`src/rtl/mcu_pkg.sv`:
```
// rtl/mcu_pkg.sv - shared MCU widths and data-memory arbiter state encoding
package mcu_pkg;

  localparam int MCU_ADDR_W = 4;
  localparam int MCU_DATA_W = 8;

  typedef enum logic [2:0] {
    ARB_IDLE      = 3'd0,
    ARB_CPU_OWN   = 3'd1,
    ARB_HOST_OWN  = 3'd2,
    ARB_HOST_LOCK = 3'd3,
    ARB_FORCE_REL = 3'd4
  } arb_state_t;

endpackage

```
`src/rtl/arb_prio_sel.sv`:
```
// rtl/arb_prio_sel.sv - combinational CPU/host grant selector
module arb_prio_sel
  import mcu_pkg::*;
(
  input  logic       c_req,
  input  logic       h_req,
  input  arb_state_t state,
  input  logic       wait_max,
  output logic       c_gnt,
  output logic       h_gnt
);

  always_comb begin
    h_gnt = h_req && ((state == ARB_HOST_LOCK) || wait_max || !c_req);
    // After a maximal burst the CPU gets one guaranteed slot.
    if ((state == ARB_FORCE_REL) && c_req) begin
      h_gnt = 1'b0;
    end
    c_gnt = c_req && !h_gnt;
  end

endmodule

```
`src/rtl/dmem_arbiter.sv`:
```
// rtl/dmem_arbiter.sv - single-port data memory arbiter between CPU and host
module dmem_arbiter
  import mcu_pkg::*;
#(
  parameter int ADDR_W    = MCU_ADDR_W,
  parameter int DATA_W    = MCU_DATA_W,
  parameter int MAX_WAIT  = 4,
  parameter int MAX_BURST = 8
) (
  input  logic              clk,
  input  logic              rst,
  input  logic              c_req,
  input  logic              c_we,
  input  logic [ADDR_W-1:0] c_addr,
  input  logic [DATA_W-1:0] c_wdata,
  output logic              c_gnt,
  output logic              c_rvalid,
  output logic [DATA_W-1:0] c_rdata,
  input  logic              h_req,
  input  logic              h_we,
  input  logic [ADDR_W-1:0] h_addr,
  input  logic [DATA_W-1:0] h_wdata,
  input  logic              h_lock,
  output logic              h_gnt,
  output logic              h_rvalid,
  output logic [DATA_W-1:0] h_rdata,
  output logic              mem_e,
  output logic              mem_we,
  output logic [ADDR_W-1:0] mem_addr,
  output logic [DATA_W-1:0] mem_di,
  input  logic [DATA_W-1:0] mem_do
);

  localparam logic [3:0] WAIT_MAX   = 4'(MAX_WAIT);
  localparam logic [7:0] BURST_LAST = 8'(MAX_BURST - 1);

  arb_state_t        state, state_nxt;
  logic [3:0]        wait_cnt, wait_nxt;
  logic [7:0]        burst_cnt, burst_nxt;
  logic              sel_c, sel_h;
  logic              c_pend, h_pend;
  logic [DATA_W-1:0] c_rdata_q, h_rdata_q;

  arb_prio_sel u_sel (
    .c_req    (c_req),
    .h_req    (h_req),
    .state    (state),
    .wait_max (wait_cnt == WAIT_MAX),
    .c_gnt    (sel_c),
    .h_gnt    (sel_h)
  );

  // Grants are held off combinationally while reset is asserted.
  assign c_gnt    = rst && sel_c;
  assign h_gnt    = rst && sel_h;
  assign mem_e    = c_gnt || h_gnt;
  assign mem_we   = h_gnt ? h_we : (c_gnt && c_we);
  assign mem_addr = h_gnt ? h_addr  : (c_gnt ? c_addr  : '0);
  assign mem_di   = h_gnt ? h_wdata : (c_gnt ? c_wdata : '0);

  always_comb begin
    state_nxt = ARB_IDLE;
    burst_nxt = '0;
    wait_nxt  = '0;
    if (h_req && !h_gnt) begin
      wait_nxt = (wait_cnt == WAIT_MAX) ? wait_cnt : wait_cnt + 4'd1;
    end
    if (h_gnt) begin
      if (!h_lock) begin
        state_nxt = ARB_HOST_OWN;
      end else if (burst_cnt == BURST_LAST) begin
        state_nxt = ARB_FORCE_REL;
      end else begin
        state_nxt = ARB_HOST_LOCK;
        burst_nxt = burst_cnt + 8'd1;
      end
    end else if (c_gnt) begin
      state_nxt = ARB_CPU_OWN;
    end
  end

  always_ff @(posedge clk or negedge rst) begin
    if (!rst) begin
      state     <= ARB_IDLE;
      wait_cnt  <= '0;
      burst_cnt <= '0;
    end else begin
      state     <= state_nxt;
      wait_cnt  <= wait_nxt;
      burst_cnt <= burst_nxt;
    end
  end

  // mem_do arrives one cycle after the read; pend marks whose read it is.
  always_ff @(posedge clk or negedge rst) begin
    if (!rst) begin
      c_pend    <= 1'b0;
      h_pend    <= 1'b0;
      c_rdata_q <= '0;
      h_rdata_q <= '0;
    end else begin
      c_pend <= c_gnt && !c_we;
      h_pend <= h_gnt && !h_we;
      if (c_pend) c_rdata_q <= mem_do;
      if (h_pend) h_rdata_q <= mem_do;
    end
  end

  assign c_rvalid = c_pend;
  assign h_rvalid = h_pend;
  assign c_rdata  = c_pend ? mem_do : c_rdata_q;
  assign h_rdata  = h_pend ? mem_do : h_rdata_q;

endmodule

```
`config.mk`:
```
export PLATFORM = sky130hd
export DESIGN_NAME = dmem_arbiter
export DESIGN_NICKNAME = d
export VERILOG_FILES = /design/src/rtl/mcu_pkg.sv /design/src/rtl/arb_prio_sel.sv /design/src/rtl/dmem_arbiter.sv
export SDC_FILE = /design/constraint.sdc
export NUM_CORES = 1
export LEC_CHECK = 0
export ABC_AREA = 1
export CAP_MARGIN = 20
export CORE_ASPECT_RATIO = 1.1
export CORE_MARGIN = 2
export CORE_UTILIZATION = 42
export DETAILED_ROUTE_END_ITERATION = 16
export PLACE_DENSITY = 0.84
export SLEW_MARGIN = 30
export SYNTH_ARGS = -nofsm -noshare
export SYNTH_HDL_FRONTEND = slang
export SYNTH_HIERARCHICAL = 1
export SYNTH_SLANG_ARGS = --single-unit
```
`constraint.sdc`:
```
create_clock -name clk -period 2.35 [get_ports clk]
set_input_delay 0.47 -clock clk [delete_from_list [all_inputs] [get_ports clk]]
set_output_delay 0.47 -clock clk [all_outputs]
set_load 0.03 [all_outputs]
```
## After elaboration in Yosys (flattened, before gate mapping)

Cells that the tools add are included.
W data, S select, Z words.

| word-level totals | value |
|---|---|
| register bits after elaboration | 33 |

| operators by class | value |
|---|---|
| add/sub/neg operators | 2 |
| multiplexer cells | 17 |
| equal/unequal tests | 5 |
| reduce and logical (&&, ||, !) cells | 17 |

Operators with widths:

| kind | number |
|---|---|
| $mux W8 | 7 |
| $mux W4 | 4 |
| $logic_and A1 B1 Y1 | 9 |
| $mux W3 | 3 |
| $add A8 B1 Y8 const B | 1 |
| $eq A8 B3 Y1 const B | 1 |
| $logic_not A1 Y1 | 5 |
| $add A4 B1 Y4 const B | 1 |
| $eq A4 B3 Y1 const B | 1 |
| $eq A3 B2 Y1 const B | 1 |
| $eq A3 B3 Y1 const B | 1 |
| $logic_or A1 B1 Y1 | 3 |
| $mux W1 | 3 |
| $ne A2 B2 Y1 const B | 1 |

## Longest topological paths before layout

| depth | value |
|---|---|
| depth in word-level cells | 10 |
| gate-level depth with buffers | 14 |
| mapped depth without buffers | 13 |

## By module

Netlist, hierarchy kept.

Modules (own cells, without submodules):

| module | instances | sequential area each (µm²) | area an instance (µm²) | cells an instance |
|---|---|---|---|---|
| dmem_arbiter | 1 | 825.8 | 1622.8 | 170 |
| arb_prio_sel | 1 | 0.0 | 48.8 | 10 |

## Worst setup path after synthesis

No wires, ideal clock.

| path | value |
|---|---|
| path kind | register -> output |
| start point | register wait_cnt[0] |
| end point | output mem_we |
| setup slack | -0.122 ns |
| stages on the path, launching flop included | 13 |
| arrival time | 2.002 ns |
| path through | dfrtp_1 inv_1 ha_1 nand3_1 inv_1 inv_1 nand2_1 nand2_1 a21boi_2 nand2_1 clkbuf_8 nand2_1 nor3b_2 |

| between the ends | value |
|---|---|
| word-level cells in the longest chain between the ends | 10 |
| elaborated cells between the ends (all ways) | 11 |
| classes of those cells | 1 x eq/ne; 2 x mux; 8 x reduce/logical |

RTL lines:

| item | line | source |
|---|---|---|
| from (decl) | dmem_arbiter.sv:38 | `logic [3:0] wait_cnt, wait_nxt;` |
| from (signal assigned) | dmem_arbiter.sv:89 | `wait_cnt <= wait_nxt;` |
| $eq A4 B3 Y1 (*) | dmem_arbiter.sv:48 | `.wait_max (wait_cnt == WAIT_MAX),` |
| $logic_or A1 B1 Y1 (*) (2 in series) | arb_prio_sel.sv:14 | `h_gnt = h_req && ((state == ARB_HOST_LOCK) \|\| wait_max \|\| !c_req);` |
| $logic_and A1 B1 Y1 (*) | arb_prio_sel.sv:14 |  |
| $mux W1 (*) | arb_prio_sel.sv:16 | `if ((state == ARB_FORCE_REL) && c_req) begin` |
| named net sel_h | dmem_arbiter.sv:40 | `logic sel_c, sel_h;` |
| $logic_not A1 Y1 | arb_prio_sel.sv:19 | `c_gnt = c_req && !h_gnt;` |
| $logic_and A1 B1 Y1 | arb_prio_sel.sv:19 |  |
| $logic_and A1 B1 Y1 | dmem_arbiter.sv:54 | `assign c_gnt = rst && sel_c;` |
| $logic_and A1 B1 Y1 | dmem_arbiter.sv:57 | `assign mem_we = h_gnt ? h_we : (c_gnt && c_we);` |
| $mux W1 (*) | dmem_arbiter.sv:57 |  |
| to (decl) | dmem_arbiter.sv:28 | `output logic mem_we,` |

Mark *: on every way through the listed nets, which the timed path passes. The rest lies on a longest branch.

## Worst setup path in the final report

| path | value |
|---|---|
| start point | register wait_cnt[0] |
| end point | output mem_addr[1] |

| between the ends | value |
|---|---|
| word-level cells in the longest chain between the ends | 10 |
| elaborated cells between the ends (all ways) | 11 |
| classes of those cells | 1 x eq/ne; 3 x mux; 7 x reduce/logical |

RTL lines:

| item | line | source |
|---|---|---|
| $eq A4 B3 Y1 (*) | dmem_arbiter.sv:48 |  |
| $logic_or A1 B1 Y1 (*) (2 in series) | arb_prio_sel.sv:14 |  |
| $logic_and A1 B1 Y1 (*) | arb_prio_sel.sv:14 |  |
| $mux W1 (*) | arb_prio_sel.sv:16 |  |
| named net sel_h | dmem_arbiter.sv:40 |  |
| $logic_not A1 Y1 | arb_prio_sel.sv:19 |  |
| $logic_and A1 B1 Y1 | arb_prio_sel.sv:19 |  |
| $logic_and A1 B1 Y1 | dmem_arbiter.sv:54 |  |
| $mux W4 | dmem_arbiter.sv:58 | `assign mem_addr = h_gnt ? h_addr : (c_gnt ? c_addr : '0);` |
| $mux W4 (*) | dmem_arbiter.sv:58 |  |
| to (decl) | dmem_arbiter.sv:29 | `output logic [ADDR_W-1:0] mem_addr,` |

Marked as above.

==> results.md <==
* WS Path Type: flop to output port
* Area occupied by registers at 828 um2
* Worst setup EP type: output port
* Failing checks: setup timing
* Final Hold Viols at 0
* Initial antenna violation count at 0
* Layout cell share with drive strength beyond 1 at 30.5%
* Fillers at 273
* Global-route wire length before repair at 6070 um
* DRC at 0
* Diode count at 0
* Sink Count at 33
* DRT Wirelength at 4240 um
* CP Launch Type: flop
* CTS H-Tree Depth at 2
* DP HPWL at 2810 um
* CP required at 1880 ps
* Yosys cell types at 25
* Largest net degree at the start of global routing at 28
* Power, Total at 1.70 mW
* RSZ-0062 raised after global routing: yes
* Core footprint at 3900 um2
* CP Max Fanout at 7
* Drt first pass iters at 5
* ANT nets after route at 0
* Status: complete, but fails checks
* Max-cap violations at 0
* Commonest cells post-synth: 42 x nand2_1, 33 x dfrtp_1, 19 x inv_1, 19 x nor2_1, 18 x nand3_1
* Final period utilization at 105%
* Cell family with most CP delay: buffers and inverters
* WP buf/inv at 6
* TritonCTS clock tree: done
* Post-synthesis cell count at 180
* Mean Syn Cell Area at 9.29 um2
* Routed length per instance at 13.2 um
* DRT iter0 DRCs at 72
* Non-Filler Instances at 321
* Ys Warns at 6
* Peak Freq at 405 MHz
* CP peak stage delay at 380 ps
* Ys async rst share at 100%
* Num ports at 73
* GPL Wtd Cong at 0.790
* GRT Total Usage at 17.6%
* Rows at 24
* Power per standard cell area at 622 nW/um2
* Top FF cell, synth: dfrtp_1
* CP max stage cell: dfrtp_1
* Critical Path, Cell by Cell: inv_1 > ha_2 > nand3_2 > inv_2 > inv_2 > nand2_2 > nand2_2 > a21boi_2 > nand2_4 > inv_6 > clkbuf_16 > nand2_1 > nand2_1 > buf_6
* Cell taking the most area after synthesis: dfrtp_1
* Clock latency on the worst-skew pair at 280 ps
* Worst setup margin at -118 ps
* Synth top area share at 49.4%
* Grt total ovfl at 0
* Seq cells post-synth at 33
* Routed vias/inst at 4.78
* Root buffer cell: clkbuf_8
* Post-Syn Area at 1670 um2
* Vias in the first global route at 1417
* Vias at 1535
* Mapped Nets at 222
* Worst clock skew at 2.18 ps
* Die Height at 70.2 um
* Initial Utilization at 42.8%
* Max Slew Vio Count at 0
* Count leader, synth: nand2_1
* Chip width at 64.2 um
* Max_slew headroom at 78.6%
* Min Tclk post-route at 2470 ps
* Synth-to-Final Area Change at 63.2%
* Placed insts at 305
* Arr. time, crit path at 2000 ps
* VDD IR max at 0.336 mV
* Least-Margin Pin Slew at 320 ps
* Sequential share of the synthesized area at 49.4%
* Leakage at 1.27 nW
* # port buffers at 72
* Die Area at 4500 um2
* Setup-failing EPs final at 14
* Worst min-delay path category: flop to flop
* Clock Tree Buf Depth at 2
* Clock transition at the registers of the reported paths at 60 ps
* Post-synth EDFFs at 0
* Num CTS Buffers at 5
* Nets at 312
* Leading post-synthesis cells by cell area: dfrtp_1 49%, mux2_2 11%, nand2_1 9.4%, nand3_1 5.4%, inv_1 4.3%
* Footprint of the multi-input gates at 776 um2
==> path summary, 6_finish.rpt <==
path / start / endpoint / slack [ps] / depth (start not counted)
max reg2reg: wait_cnt[0] / burst_cnt[2] / 570 / 13
max in group asynchronous: rst / c_rvalid / 1330 / 2
min in group asynchronous: rst / state[1] / 660 / 2
min reg2reg: burst_cnt[0] / burst_cnt[0] / 490 / 1
max: wait_cnt[0] / mem_addr[1] / -120 / 14
min: burst_cnt[0] / burst_cnt[0] / 490 / 1
==> what timing repair did <==
item,4_1_cts,5_1_grt
setup endpoints to repair,15,31
pin swaps,1,6
setup buffers,4,4
gates resized for setup,13,23
hold buffers,0,0
gates cloned,0,2
==> state kept, by name (all words and copies together) (netlist names) <==
signal / flops
wait_cnt: 4
state: 3
burst_cnt: 8
h_rdata_q: 8
c_rvalid: 1
h_rvalid: 1
c_rdata_q: 8
==> placed cells by master (no fill, tap or decap), types with 4 or more instances in the layout <==
cell type | synthesis | layout
buf_4 | 2 | 14
buf_6 | 1 | 14
clkbuf_8 | 1 | 5
clkdlybuf4s50_1 | 0 | 56
dfrtp_1 | 33 | 31
inv_1 | 19 | 16
mux2_2 | 16 | 16
nand2_1 | 42 | 33
nand2_2 | 2 | 9
nand2_4 | 2 | 4
nand3_1 | 18 | 16
nor2_1 | 19 | 19
o21ai_0 | 5 | 5
==> cells by family (layout without fill, tap and decap cells) <==
logic type / Yosys count / in the layout / share of synthesized area (%)
fa+ha+maj: 3 / 3 / 2.25
flops: 33 / 33 / 49.4
buf+inv: 25 / 114 / 7.26
xor+xnor: 3 / 3 / 1.57
simple gates: 88 / 88 / 24.7
mux: 16 / 16 / 10.8
compound gates: 12 / 12 / 4.04
==> report_power, final <==
part | switching (mW) | internal [mW]
sequential | 0.0262 | 0.643
clock | 0.185 | 0.194
combinational | 0.337 | 0.311
total | 0.547 | 1.15
==> metal layers <==
layer  track usage [%]  share of wire (%)  wire length, um
met2              30.6                 52             2200
met4              5.67                1.7               71
met1              20.4                 41             1760
met5                 0                  0                0
met3              5.48                5.0              213
==> stage by stage <==
step | TNS (ps) | hold WS (ps) | area [um2] | setup slack (ps) | utilization [%]
floorplan | 0 | 174 | 1680 | 77.8 | -
global placement | 0 | 471 | 2450 | 70.6 | 62.9
detailed placement | 0 | 482 | 2450 | 52.9 | 62.9
CTS | -362 | 490 | 2600 | -37.1 | 66.7
global route | -2500 | 513 | 2730 | -209 | 69.9
finish | -918 | 491 | 2730 | -118 | 69.9
==> layout make-up <==
type | instances | share of cell area, %
repair buffers | 89 | 33.3
flip-flops and latches | 33 | 30.4
multi-input cells | 122 | 28.4
inverters | 19 | 2.80
clock buffers | 5 | 2.52
well taps | 52 | 2.39
clock inverters | 1 | 0.183
No activity file was read; power rests on OpenSTA's default activity.
